### src/rtl/arith_pkg.sv
// Shared definitions for the shift-add multiplier and the restoring divider.
package arith_pkg;

    localparam int ARITH_W = 4;

    typedef enum logic [1:0] {
        IDLE = 2'd0,
        RUN  = 2'd1,
        DONE = 2'd2
    } state_t;

endpackage

### src/rtl/shift_add_mul_ctrl.sv
// Sequencer for the shift-add multiplier: IDLE/RUN/DONE FSM plus iteration counter.
module shift_add_mul_ctrl
    import arith_pkg::*;
#(
    parameter int W  = ARITH_W,
    parameter int CW = $clog2(W) + 1
) (
    input  logic          clk,
    input  logic          rst,
    input  logic          ld,
    output logic          busy,
    output logic          done,
    output logic          load,
    output logic          step,
    output logic [CW-1:0] q
);

    state_t state;

    // ld only matters outside RUN; an operation in flight is never disturbed.
    assign load = ld && (state != RUN);
    assign step = (state == RUN);
    assign busy = (state == RUN);
    assign done = (state == DONE);

    always_ff @(posedge clk) begin
        if (rst) begin
            state <= IDLE;
            q     <= '0;
        end else begin
            case (state)
                RUN: begin
                    q <= q + 1'b1;
                    if (q == CW'(W - 1))
                        state <= DONE;
                end
                default: begin
                    if (ld) begin
                        state <= RUN;
                        q     <= '0;
                    end
                end
            endcase
        end
    end

endmodule

### src/rtl/shift_add_mul.sv
// Unsigned W x W -> 2W shift-add multiplier; W iterations per product.
module shift_add_mul
    import arith_pkg::*;
#(
    parameter  int W  = ARITH_W,
    localparam int CW = $clog2(W) + 1
) (
    input  logic            clk,
    input  logic            rst,
    input  logic            ld,
    input  logic [W-1:0]    a,
    input  logic [W-1:0]    b,
    output logic [2*W-1:0]  ra,
    output logic [W-1:0]    rb,
    output logic [2*W-1:0]  ry,
    output logic [CW-1:0]   q,
    output logic            busy,
    output logic            done
);

    logic load;
    logic step;

    shift_add_mul_ctrl #(.W(W), .CW(CW)) u_ctrl (
        .clk  (clk),
        .rst  (rst),
        .ld   (ld),
        .busy (busy),
        .done (done),
        .load (load),
        .step (step),
        .q    (q)
    );

    always_ff @(posedge clk) begin
        if (rst) begin
            ra <= '0;
            rb <= '0;
            ry <= '0;
        end else if (load) begin
            ra <= {{W{1'b0}}, a};
            rb <= b;
            ry <= '0;
        end else if (step) begin
            // Product fits in 2W bits, so the add never needs a carry-out.
            if (rb[0])
                ry <= ry + ra;
            ra <= ra << 1;
            rb <= rb >> 1;
        end
    end

endmodule

### config.mk
export PLATFORM = sky130hd
export DESIGN_NAME = shift_add_mul
export DESIGN_NICKNAME = d
export VERILOG_FILES = /design/src/rtl/arith_pkg.sv /design/src/rtl/shift_add_mul_ctrl.sv /design/src/rtl/shift_add_mul.sv
export SDC_FILE = /design/constraint.sdc
export NUM_CORES = 1
export LEC_CHECK = 0
export ABC_AREA = 1
export CELL_PAD_IN_SITES_DETAIL_PLACEMENT = 0
export CELL_PAD_IN_SITES_GLOBAL_PLACEMENT = 1
export CORE_MARGIN = 1
export CORE_UTILIZATION = 30
export DETAILED_ROUTE_END_ITERATION = 10
export HOLD_SLACK_MARGIN = 0.15
export PLACE_DENSITY_LB_ADDON = 0.1
export SLEW_MARGIN = 20
export SYNTH_ARGS = -nofsm -noshare
export SYNTH_HDL_FRONTEND = slang
export SYNTH_HIERARCHICAL = 1
export SYNTH_SLANG_ARGS = --single-unit
export TNS_END_PERCENT = 1
### constraint.sdc
create_clock -name clk -period 4.4 [get_ports clk]
set_input_delay 0.44 -clock clk [delete_from_list [all_inputs] [get_ports clk]]
set_output_delay 0.44 -clock clk [all_outputs]
set_load 0.02 [all_outputs]
After elaboration in Yosys (flattened, before gate mapping) --
Cells that the tools add are included.
Operators by class: equality and inequality tests 5, reductions and logical operators 6, mux-type cells 9, add/sub/neg operators 2
Operators by type and width (count):
- $mux W4 | 4
- $add A8 B8 Y8 | 1
- $mux W2 | 3
- $mux W3 | 2
- $ne A2 B1 Y1 const B | 2
- $reduce_and A2 Y1 | 2
- $reduce_bool A2 Y1 | 2
- $add A3 B1 Y3 const B | 1
- $eq A3 B2 Y1 const B | 1
- $eq A2 B1 Y1 const B | 1
- $eq A2 B2 Y1 const B | 1
- $reduce_or A2 Y1 | 1
- $logic_and A1 B1 Y1 | 1
Word-level totals: register bits after elaboration 25, logic and storage cells 28, output and inout bits 25, bits of input ports 11

Logic depth before layout (Yosys ltp) --
Gate-level depths: netlist (run 1).
word-level depth 3, depth in mapped cells 11, gate-level depth less buffers 11

By module --
The synthesis (run 1) kept the hierarchy.
Modules (own cells, without submodules):
- shift_add_mul | seq. area each 400.4 µm², cells an instance 164, instances 1, area each 1169.9 µm²
- shift_add_mul_ctrl | seq. area each 100.1 µm², cells an instance 32, instances 1, area each 244.0 µm²

Worst setup path after synthesis (run 1) --
OpenSTA, ideal clock, no wires.
path kind reg2reg, start register ra[0], end register ry[6], period minus slack after synthesis 1691 ps, path buffers 0, arrival 1577 ps, setup time 113 ps, data required time 4287 ps, slack 2709 ps, cell stages (with the launch flop) 12, cells stage by stage dfxtp_1 ha_1 inv_1 fa_1 inv_1 nand2_1 nand2_1 nand3b_1 nand3_1 nand2_1 nor2_2 nor2_1
On the way: longest elaborated chain between the ends 1
RTL lines:
- start: declaration | RTL line shift_add_mul.sv:13 | output logic [2*W-1:0] ra,
- start signal: assignment | RTL line shift_add_mul.sv:41 | ra <= {{W{1'b0}}, a};
- start signal: assignment | RTL line shift_add_mul.sv:48 | ra <= ra << 1;
- $add A8 B8 Y8 | RTL line shift_add_mul.sv:47 | ry <= ry + ra;
- end signal: assignment | RTL line shift_add_mul.sv:47
- end: declaration | RTL line shift_add_mul.sv:15 | output logic [2*W-1:0] ry,
Every way passes these cells. A chain may end at the register's enable or synchronous reset.

Final worst setup path (run 1) --
start register u_ctrl.state[0], end output busy
On the way: longest elaborated chain between the ends 1
RTL lines:
- start: declaration | RTL line shift_add_mul_ctrl.sv:18 | state_t state;
- start signal: assignment | RTL line shift_add_mul_ctrl.sv:28 | state <= IDLE;
- start signal: assignment | RTL line shift_add_mul_ctrl.sv:35 | state <= DONE;
- start signal: assignment | RTL line shift_add_mul_ctrl.sv:39 | state <= RUN;
- $eq A2 B1 Y1 | RTL line shift_add_mul_ctrl.sv:23 | assign busy = (state == RUN);
- end: declaration | RTL line shift_add_mul.sv:17 | output logic busy,
Every way passes these cells.

==> results.md, run 1 <==
Finish:
- The post-layout net count is ~250.
- The layout cell share with drive strength beyond 1 is between 9 and 10%.
- Relative to the synthesized area, the layout overhead comes to 29.8%.
- The area occupied by multi-input gates is roughly 740 sq um.
- The number of antenna cells inserted is 0.
- In the layout the commonest cells are sky130_fd_sc_hd__nand2_1 (60), sky130_fd_sc_hd__clkdlybuf4s50_1 (35), sky130_fd_sc_hd__inv_1 (30), sky130_fd_sc_hd__dfxtp_1 (25), sky130_fd_sc_hd__a21oi_1 (15).
- Leaving out fill and tap cells, the most frequent cell in the layout is sky130_fd_sc_hd__nand2_1.
- The filler cells instantiated in the layout total around 470.
- The total area of sequential cells is about 500 sq um.

Logic synthesis:
- Synthesis produced a netlist with a net count of 217.
- Sorting the synthesized cells by area gives the leading types as sky130_fd_sc_hd__dfxtp_1 (35%), sky130_fd_sc_hd__nand2_1 (16%), sky130_fd_sc_hd__ha_1 (8.0%).
- Synthesis produced between 150 and 200 cells.
- The cell area after synthesis is between 0.001 and 0.0015 sq mm.
- Averaged over all synthesized cells, the footprint is approximately 7 sq um.
- The sequential share of the synthesized area is between 30% and 40%.
- The synthesized design devotes to its leading area cell type 35.4% of total area.
- The synthesized design spends more area on one cell type than any other, namely sky130_fd_sc_hd__dfxtp_1.
- The number of different library cells in the post-synthesis netlist is 27.
- The Yosys step of the flow raised 6 warnings.
- The number of storage elements in the synthesis netlist is 25.

Floorplan:
- The core region is around 0.0044 sq mm.
- The die span in y is 70.7 um.
- The die is between 70 and 80 um wide.
- The total I/O pin count is 36.
- The area enclosed by the die boundary is 0.00499 sq mm.
- The row count is 24.
- For this configuration, the core starts out at a cell density of 31.8%.

Global routing:
- Global routing finished with a remaining overflow of 0.
- The initial antenna violation count was 0.
- The number of global-route vias before repair came to approximately 1300.
- The first-pass GRT wire length is ~5700 um.
- Entering global routing, the biggest net connects 16 pins.
- The total routing usage reported by global routing is between 10% and 20%.

Route:
- In the routed design, unresolved DRC markers number 5.
- The detailed-route wire length is around 3300 um.
- In the final routed layout, each cell accounts on average for around 12 um.
- After the first detailed-routing iteration, the DRC count stood at 60.
- The total number of vias is ~1300.
- The count of nets left with antenna violations once routing finished came out at 0.
- The ratio of routed vias to standard cells is between 4 and 5.
- The detailed-router iteration count before antenna repair is 7.

Placement:
- The count of buffers added on input and output ports is 35.
- Routability-driven placement finished with a final weighted congestion of 0.795.
- Detailed placement finished with a half-perimeter wire length of about 2500 um.

Power:
- Summed over all nets, the switching power comes to around 0.00013 W.
- The static power due to leakage is 0.823 nW.
- The clock network is responsible for between 30% and 40% of the overall power.
- The maximum VDD drop is approximately 0.10 mV.
- The combinational share of power is 17.4%.
- The switching part of the total is ~28%.
- The internal portion of the total power is roughly 0.00033 W.
- The sequential share of power is between 50% and 60%.
- For this design the ratio of total power to cell area is about 250 mW/mm^2.

Run:
- The number of max-cap violations is 0.

Worst setup path:
- The worst setup path is launched from a register.
- The largest fanout of any net on the critical path is 14.
- The launching point of the worst reg2reg path is u_ctrl/state[1].
- The type of the worst setup path is reg -> out.
- The arrival time at the worst endpoint is approximately 1.7 ns.
- STA classifies the critical path endpoint as an output pin.
- Tracing the worst setup path back leads to its startpoint at u_ctrl/state[0].
- STA puts the critical path data required time at slightly below 4 ns.

STA:
- The routed design could run at a clock period as short as ~2.1 ns.
- The peak clock frequency supported by timing is roughly 470 MHz.
- Setup repair after global routing left no endpoint under its margin.
- The number of max-slew violations in the final report was 0.
- The count of final setup violators is 0.
- The share of the clock period used by the worst path is 48.5%.
- The worst max-slew margin expressed relative to the limit is about half.
- The final sum of negative setup slack is 0 ns.
- Across all hold checks on the routed design, the worst slack comes to between 0.4 and 0.5 ns.
- The count of endpoints failing hold in the final timing report is 0.
- On the final layout, the worst clock skew is ~0.0042 ns.
- The slew at the pin closest to its max-slew limit is 0.744 ns.

Clock tree:
- Clock tree synthesis inserted a total of 3 buffers.
- The root buffer cell is sky130_fd_sc_hd__clkbuf_8.
- The number of buffers on the longest clock path is 2.
- The clock tree from TritonCTS is yes.
- The number of hold buffers added after CTS was 0.
- At the later pin of the worst-skew pair, clock insertion delay measures around 0.27 ns.
- After clock tree synthesis, the clock-pin slew on the worst setup and hold paths is roughly 0.090 ns.
- The clock sink count is 25.
- The number of H-tree levels is 1.
- The number of instances resized during post-cts repair is 0.
- The number of setup buffers added after CTS is 0.

Status:
- The final reports fail on DRC.
- The run finished, with violations left.

Worst hold path:
- The startpoint identified for the worst hold timing path is rb[3].
- The worst hold path belongs to the class reg -> reg.
[cell type report]
type	instances	share of cell area (%)
Clock buffer	4	2.45
Inverter	36	7.43
Multi-Input combinational cell	132	40.2
Sequential cell	25	27.3
Tap cell	52	3.54
Timing Repair Buffer	35	19.1
[metal layers]
layer,vias to the layer above,wire length [um],track usage [%]
met3,2,107,2.28
met4,0,19,4.44
met1,581,1790,19.8
met2,22,1420,22.9
met5,-,0,0
li1,686,-,-
[flip-flops by register name, indices dropped and copies added, names as in the netlist]
register	flops
rb	4
u_ctrl/state	2
ra	8
u_ctrl/q	3
ry	8
[worst max-delay path, cell delays in order, from the launching register on]
cell and delay (ns):
sky130_fd_sc_hd__dfxtp_1 0.40, sky130_fd_sc_hd__inv_2 0.06, sky130_fd_sc_hd__nor2_4 0.29, sky130_fd_sc_hd__clkdlybuf4s50_1 0.68
[stage by stage]
stage / std cells / setup slack [ns] / utilization [%] / total power (W) / instance area [sq um]
floorplan: 196 / 2.71 / - / 0.000295 / 1410
global placement: 280 / 2.12 / 40.3 / 0.000326 / 1790
detailed placement: 280 / 2.05 / 40.3 / 0.000327 / 1790
CTS: 284 / 2.25 / 41.3 / 0.000471 / 1840
global route: 284 / 2.17 / 41.3 / 0.000490 / 1840
finish: 284 / 2.27 / 41.3 / 0.000462 / 1840
[power by group through the flow]
stage | registers, W | logic [W] | clock network (W)
after floorplan | 0.000253 | 0.0000416 | 0
after global placement | 0.000246 | 0.0000800 | 0
after detailed placement | 0.000246 | 0.0000808 | 0
after CTS | 0.000241 | 0.0000814 | 0.000149
after global routing | 0.000242 | 0.0000885 | 0.000159
final | 0.000241 | 0.0000805 | 0.000141
[logic make-up (layout without fill, tap and decap cells)]
logic type | after synthesis | count (layout) | share of synthesized area, %
DFF | 25 | 25 | 35.4
AOI/OAI and AO/OA | 30 | 30 | 13.1
and+or+nand+nor | 90 | 90 | 28.5
buffers and inverters | 39 | 75 | 12.4
xor gates and xnor gates | 2 | 2 | 1.24
adders and majority gates | 10 | 10 | 9.38
[worst paths after layout]
kind | end | cells after the start | slack, ns
worst max-delay path | busy | 3 | 2.27
worst min-delay path | rb[3] | 2 | 0.49
worst max register to register | rb[0] | 9 | 2.56
worst min register to register | rb[3] | 2 | 0.49
[cells in the mapped netlist]
cell type,instances
sky130_fd_sc_hd__xor2_1,1
sky130_fd_sc_hd__nand3b_1,4
sky130_fd_sc_hd__inv_1,30
sky130_fd_sc_hd__o21ai_2,2
sky130_fd_sc_hd__a31oi_1,1
sky130_fd_sc_hd__buf_12,1
sky130_fd_sc_hd__buf_4,1
sky130_fd_sc_hd__xnor2_1,1
sky130_fd_sc_hd__nand2_2,3
sky130_fd_sc_hd__dfxtp_1,25
sky130_fd_sc_hd__ha_1,9
sky130_fd_sc_hd__nor2_2,1
sky130_fd_sc_hd__inv_2,5
sky130_fd_sc_hd__or2_4,2
sky130_fd_sc_hd__buf_6,1
sky130_fd_sc_hd__clkinv_2,1
sky130_fd_sc_hd__nor2_4,2
sky130_fd_sc_hd__a21oi_2,2
sky130_fd_sc_hd__o21ai_0,3
sky130_fd_sc_hd__a21oi_1,15
sky130_fd_sc_hd__nand2_1,60
sky130_fd_sc_hd__o221ai_1,1
sky130_fd_sc_hd__nor2_1,6
sky130_fd_sc_hd__fa_1,1
sky130_fd_sc_hd__o21bai_1,1
sky130_fd_sc_hd__o211ai_1,5
sky130_fd_sc_hd__nand3_1,12
Power figures use the tool's default switching activity.
==> run 2: changes to the inputs <==
==> constraint.sdc (replaced) <==
create_clock -name clk -period 2 [get_ports clk]
set_input_delay 0.2 -clock clk [delete_from_list [all_inputs] [get_ports clk]]
set_output_delay 0.2 -clock clk [all_outputs]
set_load 0.02 [all_outputs]
==> results.md, run 2 (synthesis gave the netlist of run 1 again) <==
Placement:
- Routability-driven placement finished with a final weighted congestion of ~0.79.
- The port buffer count is 35.
- Detailed placement ended at an HPWL of between 2000 and 3000 um.

Clock tree:
- The setup fix buffers added after clock tree synthesis is 0.
- Clock-pin slew was measured on the worst setup and hold paths at about 0.090 ns.
- The number of hold buffers added after CTS was 0.
- The number of buffers on the longest clock path is 2.
- The number of buffers created by CTS is 3.
- The clock drives 25 sinks.
- The worst-skew pair later-pin latency is 0.27 ns.
- The number of instances resized during post-cts repair is 0.
- The root buffer cell is sky130_fd_sc_hd__clkbuf_8.
- TritonCTS built the clock tree.
- The number of H-tree levels is 1.

STA:
- On the final layout, the worst hold slack is 0.481 ns.
- For the final database, setup skew stands at 0.00198 ns.
- At the pin with the least slew margin, the transition time is between 0.2 and 0.3 ns.
- The count of endpoints failing hold in the final timing report is 0.
- The number of max-slew violations in the final report is 0.
- Dividing the final minimum period by the clock period gives 86.7%.
- Based on the critical path, the design can be clocked at up to just under 600 MHz.
- The count of final setup violators is 0.
- The final period demand of the worst path is between 1.5 and 2 ns.
- The final sum of negative setup slack is 0 ns.
- Setup repair after global routing left no endpoint under its margin.
- The worst max-slew margin expressed relative to the limit is 82.4%.

Worst hold path:
- The tightest min-delay check is of the in -> reg type.

Global routing:
- The total routing usage reported by global routing is between 10% and 20%.
- The number of global-route vias before repair is 1100.
- The first-pass GRT wire length is 5150 um.
- For this run, global-route usage on met2 was measured as between 15 and 20%.
- The met1 track demand over resource in global routing is about 18%.
- The layer flagged by global routing as most heavily used is met2.
- The remaining global-route overflow is 0.
- The largest net degree at the start of global routing is 16.
- The met3 global-route usage is under 10%.
- The initial antenna violation count is 0.

Finish:
- The number of antenna cells inserted is 0.
- The area growth from synthesis to layout is 31.9%.
- In the final layout, the registers with the most flip-flops are ra: 8 flops, ry: 8 flops, rb: 4 flops.
- The layout cell share with drive strength beyond 1 is between 10% and 20%.
- In the final design database the tool counted between 200 and 300 nets.
- The library cell used most frequently in the layout, excluding fill and tap cells, is sky130_fd_sc_hd__nand2_1.
- The top cell types in the final layout, fill and taps aside, are sky130_fd_sc_hd__nand2_1 (60), sky130_fd_sc_hd__clkdlybuf4s50_1 (35), sky130_fd_sc_hd__inv_1 (30), sky130_fd_sc_hd__dfxtp_1 (25), sky130_fd_sc_hd__a21oi_1 (15).

Worst setup path:
- The largest individual stage delay along the critical path comes from the cell sky130_fd_sc_hd__clkdlybuf4s50_1.
- The worst endpoint required time is 1.80 ns.
- On the critical path the largest part of the delay comes from buffers and inverters.
- The arrival time at the worst endpoint is between 1.5 and 2 ns.
- The buffers plus inverters on the worst setup path is 2.
- The type of element launching the critical path is a register.
- The type of the worst setup path is reg -> out.
- The largest stage delay on the critical path is 0.64 ns.
- The worst setup path is captured at an output pin.
- Walking the worst path, the cells encountered are inv_2 -> nor2_4 -> clkdlybuf4s50_1.
- The setup slack on the worst flop-to-flop path is approximately 0.32 ns.
- The largest fanout of any net on the critical path is 7.

Floorplan:
- The row count is 24.
- The total area inside the core boundary comes to between 0.004 and 0.005 sq mm.
- The total I/O pin count is 36.
- The die span in y is 70.7 um.
- The area enclosed by the die boundary is 0.00499 sq mm.
- The horizontal die dimension is approximately 70 um.
- The initial utilization of the core area, before any placement, comes to a little under a third.

Status:
- The final reports fail on DRC.
- The run finished, with violations left.

Route:
- In this run the remaining antenna-violating nets after routing total 0.
- The per-cell routed wire length is 11.3 um.
- The DRC violations left is 5.
- The iteration-0 DRC count of the detailed router is 40.
- Summed over all layers, the routed wires come to between 3000 and 4000 um.
- The first detailed-routing pass ran for 7 iterations.
- The ratio of routed vias to standard cells is between 4 and 5.
- The routed layout has 1288 vias.

Power:
- The total power density per cell area is roughly 550 mW/mm^2.
- The maximum VDD drop is around 0.30 mV.
- The static power due to leakage is between 0.8 and 0.9 nW.

Run:
- The number of max-cap violations is 0.
[run 2: final cells by class]
type | instances | area (sq um)
Clock buffer | 4 | 45.0
Fill cell | 465 | 2580
Inverter | 36 | 136
Multi-Input combinational cell | 132 | 738
Sequential cell | 25 | 500
Tap cell | 52 | 65.1
Timing Repair Buffer | 39 | 380
[run 2: worst paths after layout]
check	start	cells after the start	end
min	b[3]	3	rb[3]
max	u_ctrl/state[0]	3	busy
max reg2reg	ra[0]	11	ry[6]
min reg2reg	rb[3]	2	rb[3]
[run 2: per-stage QoR]
step / util [%] / cell area [sq um] / worst slack [ns] / power [W] / instances
after detailed placement: 41.0 / 1820 / 0.326 / 0.000726 / 284
after floorplan: - / 1410 / 0.309 / 0.000648 / 196
after global routing: 42.0 / 1870 / 0.177 / 0.00108 / 288
after CTS: 42.0 / 1870 / 0.253 / 0.00104 / 288
final: 42.0 / 1870 / 0.265 / 0.00102 / 288
after global placement: 41.0 / 1820 / 0.353 / 0.000727 / 284
[run 2: worst min-delay path: stages]
cell                              delay, ns
sky130_fd_sc_hd__clkdlybuf4s50_1       0.39
sky130_fd_sc_hd__nand2_1               0.06
sky130_fd_sc_hd__a21oi_1               0.05
[run 2: metal layers]
layer / wire length, um / vias to the layer above
met2: 1330 / 26
met4: 26 / 0
met5: 0 / -
met1: 1760 / 560
li1: - / 700
met3: 129 / 2
[run 2: report_power, final]
| group | total (W) | switching (W) | internal [W] |
|---|---|---|---|
| clock | 0.000306 | 0.000164 | 0.000143 |
| combinational | 0.000185 | 0.000101 | 0.0000842 |
| sequential | 0.000530 | 0.0000158 | 0.000514 |
